===== config.mk =====
export PLATFORM = sky130hd
export DESIGN_NAME = pattern_scan_ctrl
export DESIGN_NICKNAME = d
export VERILOG_FILES = /design/src/rtl/pattern_scan_ctrl.sv
export SDC_FILE = /design/constraint.sdc
export NUM_CORES = 1
export LEC_CHECK = 0
export CELL_PAD_IN_SITES_DETAIL_PLACEMENT = 1
export CELL_PAD_IN_SITES_GLOBAL_PLACEMENT = 1
export CORE_AREA = 2 2 57 86
export DETAILED_ROUTE_END_ITERATION = 6
export DIE_AREA = 0 0 59 88
export GPL_ROUTABILITY_DRIVEN = 0
export GPL_TIMING_DRIVEN = 0
export PLACE_DENSITY_LB_ADDON = 0.12
export SLEW_MARGIN = 30
export SYNTH_ARGS = -nofsm -noshare
export SYNTH_HDL_FRONTEND = slang
export SYNTH_SLANG_ARGS = --single-unit

===== constraint.sdc =====
create_clock -name clk -period 1.5 [get_ports clk]
set_clock_uncertainty 0.05 [all_clocks]
set_input_delay 0.225 -clock clk [delete_from_list [all_inputs] [get_ports clk]]
set_output_delay 0.225 -clock clk [all_outputs]
set_load 0.01 [all_outputs]

===== src/rtl/pattern_scan_ctrl.sv =====
// Round-robin front end for a bit-serial 10110 detector: grants one of two
// requesters, clears the detector, shifts the word MSB-first and returns the match count.
module pattern_scan_ctrl #(
  parameter int unsigned W       = 11,
  parameter int unsigned CNT_W   = 4,
  parameter int unsigned DET_LAT = 1
) (
  input  logic             clk,
  input  logic             rst,
  input  logic             req0_valid,
  input  logic [W-1:0]     req0_data,
  output logic             req0_ready,
  input  logic             req1_valid,
  input  logic [W-1:0]     req1_data,
  output logic             req1_ready,
  output logic             det_rst_o,
  output logic             det_d_o,
  output logic             det_valid_o,
  input  logic             det_pattern_i,
  output logic             res_valid,
  output logic             res_id,
  output logic [CNT_W-1:0] res_count,
  input  logic             res_ready
);

  localparam int unsigned BW = (W > 1) ? $clog2(W) : 1;
  localparam int unsigned DW = (DET_LAT > 1) ? $clog2(DET_LAT) : 1;

  typedef enum logic [2:0] {IDLE, CLEAR, SHIFT, DRAIN, DONE} state_t;

  state_t           state, state_nx;
  logic [W-1:0]     shift_q;
  logic [BW-1:0]    bit_q;
  logic [DW-1:0]    drain_q;
  logic [CNT_W-1:0] cnt_q;
  logic             id_q;
  logic             last_q;
  logic             grant0, grant1;
  logic             count_en;

  // Tie goes to the requester not granted last; ready is held low while rst is asserted.
  always_comb begin
    grant0     = req0_valid & (~req1_valid | last_q);
    grant1     = req1_valid & (~req0_valid | ~last_q);
    req0_ready = (state == IDLE) & rst & grant0;
    req1_ready = (state == IDLE) & rst & grant1;
  end

  always_comb begin
    state_nx    = state;
    det_rst_o   = 1'b0;
    det_valid_o = 1'b0;
    det_d_o     = 1'b0;
    res_valid   = 1'b0;
    count_en    = 1'b0;
    case (state)
      IDLE: begin
        if (req0_ready | req1_ready) state_nx = CLEAR;
      end
      CLEAR: begin
        det_rst_o = 1'b1;
        state_nx  = SHIFT;
      end
      SHIFT: begin
        det_valid_o = 1'b1;
        det_d_o     = shift_q[W-1];
        count_en    = 1'b1;
        if (bit_q == '0) state_nx = (DET_LAT == 0) ? DONE : DRAIN;
      end
      DRAIN: begin
        count_en = 1'b1;
        if (drain_q == '0) state_nx = DONE;
      end
      DONE: begin
        res_valid = 1'b1;
        if (res_ready) state_nx = IDLE;
      end
      default: state_nx = IDLE;
    endcase
  end

  assign res_id    = id_q;
  assign res_count = cnt_q;

  always_ff @(posedge clk or negedge rst) begin
    if (!rst) begin
      state   <= IDLE;
      shift_q <= '0;
      bit_q   <= '0;
      drain_q <= '0;
      cnt_q   <= '0;
      id_q    <= 1'b0;
      last_q  <= 1'b1;
    end else begin
      state <= state_nx;
      case (state)
        IDLE: begin
          if (req0_ready) begin
            shift_q <= req0_data;
            id_q    <= 1'b0;
            last_q  <= 1'b0;
            cnt_q   <= '0;
          end else if (req1_ready) begin
            shift_q <= req1_data;
            id_q    <= 1'b1;
            last_q  <= 1'b1;
            cnt_q   <= '0;
          end
        end
        CLEAR: bit_q <= BW'(W - 1);
        SHIFT: begin
          shift_q <= {shift_q[W-2:0], 1'b0};
          bit_q   <= bit_q - 1'b1;
          if (bit_q == '0) drain_q <= DW'(DET_LAT - 1);
        end
        DRAIN: drain_q <= drain_q - 1'b1;
        default: ;
      endcase
      // Saturating count; pulses outside SHIFT/DRAIN never reach here.
      if (count_en && det_pattern_i && (cnt_q != '1)) cnt_q <= cnt_q + 1'b1;
    end
  end

endmodule


==> results.txt <==
The flow ran to the end, but the final reports show violations. The checks that failed: negative setup slack. The adder-cell share of the synthesized area is 0.0268. The number of sinks handled by clock tree synthesis is 25. The die extent in x is between 50 and 60 um. The worst min-delay path class is reg2reg.

The final route contains ~1,500 vias. For this run, the number of Yosys warnings is 0. The number of instances in the synthesized netlist came out at 144. The total power is around 4.7 mW. For this run, global-route usage on met3 was measured as 0.0310. The reported leakage power is 1.08 nW.

The first global-routing pass estimated between 7000 and 8000 um of wire. The peak fanout along the critical path is 3. For this run, design rule violations remaining after detail routing come to 0. The count of different cell masters after synthesis is 37.

The synthesis-stage register bit count is 25. For this run, the slowest stage of the critical path takes 0.41 ns. The xor-xnor portion of the synthesized cell area is 0.00626. For this run, the total global-route usage over all layers was measured as 0.201.

The count of buffers from port buffering is 38. CTS placed an instance of sky130_fd_sc_hd__clkbuf_8 at the clock tree root. The post-synth net total came out at 175. For the worst-skew pair, the clock arrives at the later sink with an insertion delay of around 0.27 ns. Counting the buffers created by CTS gives 3. The met1 track demand over resource came out at 0.219. Counting I/O delays and the setup requirement, the final critical path takes between 1.5 and 2 ns. The combinational family with the most area after synthesis is compound AO/OA/AOI/OAI gates. For this block, the routed nets add up to a little under 5000 um of wire. Once detail routing completed, the nets flagged for antenna violations numbered 0. The most common cell after layout, fill and taps aside is sky130_fd_sc_hd__buf_4. For this run the aggregate overflow at the end of global routing stands at 0. The fraction of the cycle the final worst path needs came out at 1.18.

The count of pins on the block boundary is 39. The violation count after the first detailed-route iteration came out at 76. The worst pin sits at a relative slew slack of 0.736.

The share of post-route cells with drive strength above 1 is 0.352. The kind of end point of the critical path is a flip-flop. Of the total synthesized cell area, the portion taken by AND, OR, NAND and NOR gates is 0.172.

The largest buffer count on any clock path is 2. The post-layout net count is around 250. Clock-pin slew was measured on the worst setup and hold paths at approximately 0.09 ns. The cell with the largest stage delay on the worst path is sky130_fd_sc_hd__dfrtp_1. The area fraction in compound gates after synthesis is 0.270. Setup slack on the critical path of the routed design comes to -0.271 ns. In the layout the commonest cells are sky130_fd_sc_hd__buf_4, sky130_fd_sc_hd__clkdlybuf4s50_1, sky130_fd_sc_hd__dfrtp_1. The initial standard-cell utilization of the core came out at 0.316. The synthesized area per cell came out at ~9.7 sq um. The mux cell area share after synthesis came out at 0.0224. The layout overhead on the synthesized area came out at 66.1%.

The worst path arrival time came out at about 1.9 ns. CTS built an H-tree with a depth of 1. The maximum operating frequency is between 500 and 600 MHz. The routing usage on met2 came out at 0.388.

The first detailed-routing pass took 4 iterations. The most numerous cell type found on the critical path is sky130_fd_sc_hd__buf_6. In this run the core area contains 30 standard-cell rows.

TritonCTS built the clock tree. The share of the Yosys chip area taken by registers is 0.448. The mapped netlist covers 0.00140 sq mm. The die outline height came out at approximately 88 um. The worst-margin pin slew came out at around 0.40 ns.

STA puts the critical path data required time at approximately 1.6 ns. The final-report max-slew violation count came to 0. The cell family contributing the most delay on the critical path is buffers and inverters. The number of buffer and inverter stages on the critical path came out at 4.

The post-detailed-placement cell area came out at about 0.0018 sq mm. The setup path with the least slack is of type reg2reg. The layer flagged by global routing as most heavily used is met2. The antenna diode count came out at 0. Summed over all nets, the half-perimeter wirelength after detailed placement is 2920 um. Entering global routing, the biggest net connects 25 pins. Setup repair after global routing could not meet its margin everywhere. The number of vias per cell after detailed routing is around 5.6. The die outline area is 0.00519 sq mm. Setup violations remaining at the end of the flow were counted as 26. The worst setup path is launched from a flip-flop. The max-cap check violation count is 0. The number of hold-slack violations in the final timing report was 0.

The initial antenna violation count came out at 0. The power per unit of standard cell area came out at 2030 mW/mm^2. The maximum resistive drop on vdd is 733 uV. After routing the design area is around 0.0023 sq mm. The detail-routed net length per standard cell is between 15 and 20 um. The via count of the first global-routing pass is around 1,600. The standard cell core area is about 0.0044 sq mm. The critical path goes through buf_6, nor4b_4, buf_4, buf_6, buf_6, o21a_1, nor2_2, a211o_1.
-- path summary, 6_finish.rpt --
check	start	to	slack [ns]	cells past startpoint
setup / recovery	state[1]	res_count[3]	-0.27	8
hold / removal	bit_q[3]	bit_q[3]	0.46	1
setup reg to reg	state[1]	res_count[3]	-0.27	8
hold reg to reg	bit_q[3]	bit_q[3]	0.46	1
max in group asynchronous	rst	res_count[2]	0.63	3
min in group asynchronous	rst	last_q	0.58	2
-- worst register-to-register path, delay by kind of cell (launching register included) --
family	cells	cell delay [ns]
compound gates	2	0.43
simple gates	2	0.30
flops	1	0.41
buf+inv	4	0.48
-- metrics by stage --
stage	worst slack, ns	TNS [ns]	util	instances	hold slack (ns)
2_1_floorplan	-0.0158	-0.0251	-	144	-0.121
4_1_cts	-0.288	-2.77	0.503	261	0.464
5_1_grt	-0.350	-4.88	0.525	267	0.470
3_3_place_gp	-1.66	-32.66	0.417	230	0.414
6_report	-0.271	-2.67	0.525	267	0.465
3_5_place_dp	-0.898	-11.19	0.416	230	0.232
-- synth_stat cells --
master	n	area [sq um]
sky130_fd_sc_hd__a211o_1	1	8.76
sky130_fd_sc_hd__a21boi_1	1	7.51
sky130_fd_sc_hd__a21oi_1	14	70.1
sky130_fd_sc_hd__a222oi_1	10	100
sky130_fd_sc_hd__a22o_1	1	8.76
sky130_fd_sc_hd__a31oi_4	1	21.3
sky130_fd_sc_hd__and2_1	2	12.5
sky130_fd_sc_hd__and3_1	4	25.0
sky130_fd_sc_hd__buf_1	1	3.75
sky130_fd_sc_hd__buf_2	4	20.0
sky130_fd_sc_hd__buf_6	2	22.5
sky130_fd_sc_hd__clkbuf_1	2	7.51
sky130_fd_sc_hd__dfrtp_1	24	601
sky130_fd_sc_hd__dfstp_2	1	26.3
sky130_fd_sc_hd__ha_1	3	37.5
sky130_fd_sc_hd__inv_1	6	22.5
sky130_fd_sc_hd__mux2_2	1	11.3
sky130_fd_sc_hd__mux2i_1	2	20.0
sky130_fd_sc_hd__nand2_1	14	52.6
sky130_fd_sc_hd__nand2b_1	1	6.26
sky130_fd_sc_hd__nand3_1	5	25.0
sky130_fd_sc_hd__nand3b_1	2	15.0
sky130_fd_sc_hd__nor2_1	7	26.3
sky130_fd_sc_hd__nor2b_1	1	6.26
sky130_fd_sc_hd__nor3_1	2	10.0
sky130_fd_sc_hd__nor3b_1	1	7.51
sky130_fd_sc_hd__nor4_1	1	6.26
sky130_fd_sc_hd__nor4b_1	1	8.76
sky130_fd_sc_hd__nor4b_4	1	23.8
sky130_fd_sc_hd__o21a_1	2	15.0
sky130_fd_sc_hd__o21ai_0	10	50.1
sky130_fd_sc_hd__o21ai_2	1	8.76
sky130_fd_sc_hd__o22ai_1	2	12.5
sky130_fd_sc_hd__o31ai_1	10	75.1
sky130_fd_sc_hd__or2_2	1	6.26
sky130_fd_sc_hd__or3b_1	1	8.76
sky130_fd_sc_hd__xnor2_1	1	8.76
-- what timing repair did --
item	4_1_cts	5_1_grt
pin swaps	8	11
endpoints found under the hold margin	24	0
gates resized for setup	67	21
setup buffers	27	9
setup endpoints to repair	27	31
hold buffers	2	0
-- power breakdown --
part / total, mW / internal, mW / leakage (nW) / switching (mW)
logic: 2.98 / 1.59 / 0.739 / 1.38
clock network: 0.411 / 0.190 / 0.0228 / 0.221
registers: 1.34 / 1.01 / 0.318 / 0.333
-- state kept, by name, summed over array words and instances, names as in the netlist --
name / count
res_count: 4
shift_q: 11
state: 3
last_q: 1
drain_q: 1
bit_q: 4
res_id: 1
-- layout make-up --
type	count	area, sq um
fill	500	2110
inverter	6	22.5
multi-input combinational	104	802
buffer	5	53.8
timing repair buffer	75	711
sequential	25	629
tap	48	60.1
clock buffer	4	45.0
-- cells by family (layout without fill, tap and decap cells) --
| logic type | after synthesis | in the layout |
|---|---|---|
| DFF | 25 | 25 |
| muxes | 3 | 3 |
| adders and majority gates | 3 | 3 |
| and+or+nand+nor | 44 | 44 |
| buffers and inverters | 15 | 90 |
| AOI/OAI and AO/OA | 53 | 53 |
| xor gates and xnor gates | 1 | 1 |
-- per-layer routing --
metal | vias to the layer above | part of all wire | wire length [um]
li1 | 692 | - | -
met4 | 0 | 0.011 | 55
met3 | 6 | 0.035 | 175
met1 | 755 | 0.38 | 1890
met5 | - | 0 | 0
met2 | 41 | 0.57 | 2850
Power figures use the tool's default switching activity.
